`config.mk`:
```
export PLATFORM = sky130hd
export DESIGN_NAME = oled_spi_rx
export DESIGN_NICKNAME = d
export VERILOG_FILES = /design/src/rtl/oled_spi_rx.sv
export SDC_FILE = /design/constraint.sdc
export NUM_CORES = 1
export LEC_CHECK = 0
export CAP_MARGIN = 20
export CORE_ASPECT_RATIO = 1.2
export CORE_MARGIN = 5
export CORE_UTILIZATION = 63
export DETAILED_ROUTE_END_ITERATION = 7
export HOLD_SLACK_MARGIN = 0.02
export PLACE_DENSITY = 0.85
export SYNTH_ARGS = -nofsm -noshare
export SYNTH_HDL_FRONTEND = slang
export SYNTH_SLANG_ARGS = --single-unit
```
`constraint.sdc`:
```
create_clock -name clk_74a -period 5.7 [get_ports clk_74a]
set_clock_uncertainty 0.1 [all_clocks]
set_input_delay 0.57 -clock clk_74a [delete_from_list [all_inputs] [get_ports clk_74a]]
set_output_delay 0.57 -clock clk_74a [all_outputs]
set_load 0.005 [all_outputs]
```
`src/rtl/oled_spi_rx.sv`:
```
// rtl/oled_spi_rx.sv - SSD1306-style OLED SPI receiver producing framebuffer writes and display-control state
module oled_spi_rx #(
    parameter int SYNC_STAGES  = 2,
    parameter int IDLE_TIMEOUT = 1024
) (
    input  logic       clk_74a,
    input  logic       reset_n,
    input  logic       oled_clk,
    input  logic       oled_data,
    input  logic       oled_dc,
    output logic       fb_wr,
    output logic [9:0] fb_addr,
    output logic [7:0] fb_data,
    output logic       frame_done,
    output logic       display_on,
    output logic [7:0] contrast,
    output logic       invert,
    output logic       seg_remap,
    output logic       com_flip
);

    localparam int IW = (IDLE_TIMEOUT > 2) ? $clog2(IDLE_TIMEOUT) : 1;
    localparam logic [IW-1:0] IDLE_MAX = IW'(IDLE_TIMEOUT - 1);

    typedef enum logic [1:0] {
        ST_IDLE      = 2'd0,
        ST_ARG_LAST  = 2'd1,
        ST_ARG_FIRST = 2'd2
    } cmd_state_t;

    logic [SYNC_STAGES-1:0] clk_sync;
    logic [SYNC_STAGES-1:0] dc_sync;
    logic [SYNC_STAGES-1:0] data_sync;
    logic                   clk_prev;
    logic                   spi_edge;

    logic [7:0]    shreg;
    logic [2:0]    bit_cnt;
    logic [IW-1:0] idle_cnt;
    logic          byte_valid;
    logic [7:0]    byte_reg;
    logic          byte_dc;

    cmd_state_t    state;
    cmd_state_t    state_next;
    logic [1:0]    cmd_nargs;
    logic [7:0]    pend_cmd;

    logic [1:0]    mode;
    logic [6:0]    col;
    logic [6:0]    col_start;
    logic [6:0]    col_end;
    logic [2:0]    page;
    logic [2:0]    page_start;
    logic [2:0]    page_end;

    assign spi_edge = clk_sync[SYNC_STAGES-1] & ~clk_prev;

    always_ff @(posedge clk_74a or negedge reset_n) begin
        if (!reset_n) begin
            clk_sync   <= '0;
            dc_sync    <= '0;
            data_sync  <= '0;
            clk_prev   <= 1'b0;
            shreg      <= 8'd0;
            bit_cnt    <= 3'd0;
            idle_cnt   <= '0;
            byte_valid <= 1'b0;
            byte_reg   <= 8'd0;
            byte_dc    <= 1'b0;
        end else begin
            clk_sync   <= {clk_sync[SYNC_STAGES-2:0], oled_clk};
            dc_sync    <= {dc_sync[SYNC_STAGES-2:0], oled_dc};
            data_sync  <= {data_sync[SYNC_STAGES-2:0], oled_data};
            clk_prev   <= clk_sync[SYNC_STAGES-1];
            byte_valid <= spi_edge && (bit_cnt == 3'd7);
            if (spi_edge) begin
                shreg    <= {shreg[6:0], data_sync[SYNC_STAGES-1]};
                bit_cnt  <= bit_cnt + 3'd1;
                idle_cnt <= '0;
                if (bit_cnt == 3'd7) begin
                    byte_reg <= {shreg[6:0], data_sync[SYNC_STAGES-1]};
                    byte_dc  <= dc_sync[SYNC_STAGES-1];
                end
            end else if (idle_cnt == IDLE_MAX) begin
                // Realign to a byte boundary after a stalled transfer
                shreg    <= 8'd0;
                bit_cnt  <= 3'd0;
                idle_cnt <= '0;
            end else begin
                idle_cnt <= idle_cnt + 1'b1;
            end
        end
    end

    always_comb begin
        cmd_nargs  = 2'd0;
        state_next = state;
        case (byte_reg)
            8'h20, 8'h81, 8'h8D, 8'hA8, 8'hD3,
            8'hD5, 8'hD9, 8'hDA, 8'hDB:         cmd_nargs = 2'd1;
            8'h21, 8'h22:                       cmd_nargs = 2'd2;
            default:                            cmd_nargs = 2'd0;
        endcase
        if (byte_valid) begin
            if (byte_dc) begin
                state_next = ST_IDLE;
            end else begin
                case (state)
                    ST_IDLE:      state_next = (cmd_nargs == 2'd2) ? ST_ARG_FIRST :
                                               (cmd_nargs == 2'd1) ? ST_ARG_LAST : ST_IDLE;
                    ST_ARG_FIRST: state_next = ST_ARG_LAST;
                    default:      state_next = ST_IDLE;
                endcase
            end
        end
    end

    always_ff @(posedge clk_74a or negedge reset_n) begin
        if (!reset_n) begin
            state <= ST_IDLE;
        end else begin
            state <= state_next;
        end
    end

    always_ff @(posedge clk_74a or negedge reset_n) begin
        if (!reset_n) begin
            fb_wr      <= 1'b0;
            fb_addr    <= 10'd0;
            fb_data    <= 8'd0;
            frame_done <= 1'b0;
            display_on <= 1'b0;
            contrast   <= 8'h7F;
            invert     <= 1'b0;
            seg_remap  <= 1'b0;
            com_flip   <= 1'b0;
            pend_cmd   <= 8'd0;
            mode       <= 2'd2;
            col        <= 7'd0;
            col_start  <= 7'd0;
            col_end    <= 7'd127;
            page       <= 3'd0;
            page_start <= 3'd0;
            page_end   <= 3'd7;
        end else begin
            fb_wr      <= 1'b0;
            frame_done <= 1'b0;
            if (byte_valid && byte_dc) begin
                fb_wr      <= 1'b1;
                fb_addr    <= {page, col};
                fb_data    <= byte_reg;
                frame_done <= (mode != 2'd2) && (col == col_end) && (page == page_end);
                case (mode)
                    2'd0: begin
                        if (col == col_end) begin
                            col  <= col_start;
                            page <= (page == page_end) ? page_start : page + 3'd1;
                        end else begin
                            col <= col + 7'd1;
                        end
                    end
                    2'd1: begin
                        if (page == page_end) begin
                            page <= page_start;
                            col  <= (col == col_end) ? col_start : col + 7'd1;
                        end else begin
                            page <= page + 3'd1;
                        end
                    end
                    default: col <= (col == col_end) ? col_start : col + 7'd1;
                endcase
            end else if (byte_valid) begin
                case (state)
                    ST_IDLE: begin
                        pend_cmd <= byte_reg;
                        casez (byte_reg)
                            8'hAE:       display_on <= 1'b0;
                            8'hAF:       display_on <= 1'b1;
                            8'hA6:       invert     <= 1'b0;
                            8'hA7:       invert     <= 1'b1;
                            8'hA0:       seg_remap  <= 1'b0;
                            8'hA1:       seg_remap  <= 1'b1;
                            8'hC0:       com_flip   <= 1'b0;
                            8'hC8:       com_flip   <= 1'b1;
                            8'b1011_0???: page      <= byte_reg[2:0];
                            8'b0000_????: col[3:0]  <= byte_reg[3:0];
                            8'b0001_0???: col[6:4]  <= byte_reg[2:0];
                            default: ;
                        endcase
                    end
                    ST_ARG_FIRST: begin
                        if (pend_cmd == 8'h21) col_start  <= byte_reg[6:0];
                        if (pend_cmd == 8'h22) page_start <= byte_reg[2:0];
                    end
                    default: begin
                        case (pend_cmd)
                            8'h20: mode <= (byte_reg[1:0] == 2'd3) ? 2'd2 : byte_reg[1:0];
                            8'h21: begin
                                col_end <= byte_reg[6:0];
                                col     <= col_start;
                            end
                            8'h22: begin
                                page_end <= byte_reg[2:0];
                                page     <= page_start;
                            end
                            8'h81: contrast <= byte_reg;
                            default: ;
                        endcase
                    end
                endcase
            end
        end
    end

endmodule

```
==> results.sh <==
export IMPL_rows=36
export IMPL_fin_crit_sh=0.4305
export IMPL_clk_latency_ns=0.38
export IMPL_relSlewSlack=0.3774
export IMPL_outcome="finished, final reports clean"
export IMPL_irDropWorstVdd_v=0.0002224
export IMPL_ant_nets=0
export IMPL_slew_viol_final=0
export IMPL_clock_root_buffer="clkbuf_8"
export IMPL_grt_max_degree=78
export IMPL_synth_seq_cells=111
export IMPL_crit_path_start_kind="flip-flop"
export IMPL_synth_cells=442
export IMPL_dp_hpwl_um=7130
export IMPL_die_w_um=92.36
export IMPL_grt_pass1_vias=3659
export IMPL_syn_num_nets=452
export IMPL_clock_sinks=111
export IMPL_yosysWarnings=0
export IMPL_drc=0
export IMPL_synth_top_area_frac=0.4539
export IMPL_drive_above_1_share=0.2246
export IMPL_cts_tree="yes"
export IMPL_place_gp_congestion=0.8772
export IMPL_crit_type="reg2reg"
export IMPL_postCtsSetupRepairBufs=0
export IMPL_use_met3=0.05107
export IMPL_ctsHtreeMaxLevel=3
export IMPL_busiest_layer="met2"
export IMPL_syn2layout_area_growth_pct=11.32
export IMPL_synth_area_per_cell_um2=11.60
export IMPL_crit_fanout=7
export IMPL_grt_util_met2=0.3821
export IMPL_num_vias=3481
export IMPL_tightest_slew_ns=0.9338
export IMPL_cts_buffers=9
export IMPL_grt_use_total=0.2295
export IMPL_arrival_ns=2.62
export IMPL_finalWorstPathRequiredPeriod_ns=2.454
export IMPL_synth_ff_type="dfrtp_1"
export IMPL_cts_resized=0
export IMPL_finalSetupTns_ns=0
export IMPL_synthTopCellsByArea="dfrtp_1, mux2_2, dfstp_2, nand2_1, xor2_1"
export IMPL_synth_edf_count=0
export IMPL_hold_class="reg2reg"
export IMPL_clock_fmax_mhz=407.5
export IMPL_setup_viol=0
export IMPL_met1_usage=0.2877
export IMPL_crit_required_ns=5.87
export IMPL_io_pins=37
export IMPL_wirelength_um=10440
export IMPL_core_area_um2=8018
export IMPL_clockBufferDepth=2
export IMPL_drt_initial_drc_count=228
export IMPL_grt_overflow_total=0
export IMPL_grt_pass1_wl_um=17920
export IMPL_fp_dieArea_um2=10050
export IMPL_nets=477
export IMPL_first_pass_iters=5
export IMPL_die_y_um=108.8
export IMPL_synth_cell_types=63
export IMPL_portBuffers=36
export IMPL_hold_viol=0
export IMPL_path_clk_slew_ns=0.11
export IMPL_async_flop_share=1.000
export IMPL_vias_per_cell=6.139
export IMPL_initial_core_util=0.6395
export IMPL_yosysTopAreaCell="dfrtp_1"
export IMPL_antenna_found_initial=0
export IMPL_power_leakage_nw=2.654
export IMPL_drv_cap=0
export IMPL_reg_top3="fb_addr (10), idle_cnt (10)"
export IMPL_synth_most_common_cell="dfrtp_1"
export IMPL_yosysSeqAreaShare=0.5461
export IMPL_wl_per_cell_um=18.41
export IMPL_cp_end_kind="flip-flop"
export IMPL_fin_util=0.7119
export IMPL_synth_common_cells="dfrtp_1, nand2_1, mux2_2"
export IMPL_diodes=0
export IMPL_powerDensity_nw_per_um2=310.4
export IMPL_synth_area_um2=5127
export IMPL_rsz0062_at_grt="false"
## stage by stage
step                      hold slack (ns)  worst slack, ns  instances  cell area, um2  total power [W]
after global placement             0.2339            3.347        550            5495         0.001280
final                              0.2589            3.246        567            5708         0.001772
after floorplan                    0.1744            3.527        442            5127         0.001208
after CTS                          0.2613            3.261        567            5708         0.001780
after detailed placement           0.2373            3.286        550            5495         0.001301
after global routing               0.2823            3.030        567            5708         0.001873
## critical path, stage by stage (launching register included)
cell      delay [ns]
dfrtp_1         0.46
xor2_1          0.17
nor3_1          0.68
o221ai_1        0.46
a221oi_1        0.36
a21oi_1         0.12
## area by class of cell
type / count / area [um2]
clock buffers: 9 / 123.9
clock inverters: 7 / 78.83
fillers: 566 / 2310
inverters: 10 / 37.54
multi-input cells: 295 / 2158
flip-flops and latches: 111 / 2800
well taps: 95 / 118.9
repair buffers: 40 / 390.4
## report_power, final
| group | internal [W] | switching, W |
|---|---|---|
| Clock | 0.000209 | 0.000272 |
| Sequential | 0.000855 | 0.000166 |
| Combinational | 0.000140 | 0.000130 |
## what timing repair did
| action | 4_1_cts | 5_1_grt |
|---|---|---|
| setup endpoints to repair | 0 | 0 |
| hold endpoints to repair | 6 | 0 |
| hold buffers | 1 | 0 |
## layer usage
layer,wire [um],share of wire,vias up
li1,-,-,1591
met1,4280,0.41,1753
met2,5320,0.51,112
met3,540,0.052,25
met4,299,0.029,0
met5,0,0,-
## worst paths after layout
| path | startpoint | end | slack (ns) | cells after the start |
|---|---|---|---|---|
| max | page[0] | col[5] | 3.25 | 5 |
| min | data_sync[0] | data_sync[1] | 0.26 | 0 |
| max reg2reg | page[0] | col[5] | 3.25 | 5 |
| min reg2reg | data_sync[0] | data_sync[1] | 0.26 | 0 |
| max in group asynchronous | reset_n | col_start[1] | 3.61 | 3 |
| min in group asynchronous | reset_n | invert | 0.61 | 2 |
## cell families (layout without fill, tap and decap cells)
kind of cell	after synthesis	after routing	synth area share
adders and majority gates	6	6	0.01415
muxes	54	54	0.1184
DFF	111	111	0.5461
AOI/OAI and AO/OA	60	60	0.09566
buffers and inverters	36	66	0.03294
xor gates and xnor gates	23	23	0.04075
and+or+nand+nor	152	152	0.1520
## layout by cell type, fill, tap and decap left out, types with 9 or more instances in the layout
master,n
inv_1,10
a22o_1,10
clkdlybuf4s50_1,35
dfrtp_1,93
o21ai_0,13
nor2_1,26
clkbuf_8,9
dfstp_2,18
mux2_2,53
nand2_1,69
xor2_1,16
Note: power is estimated with default switching activity, not from simulation.
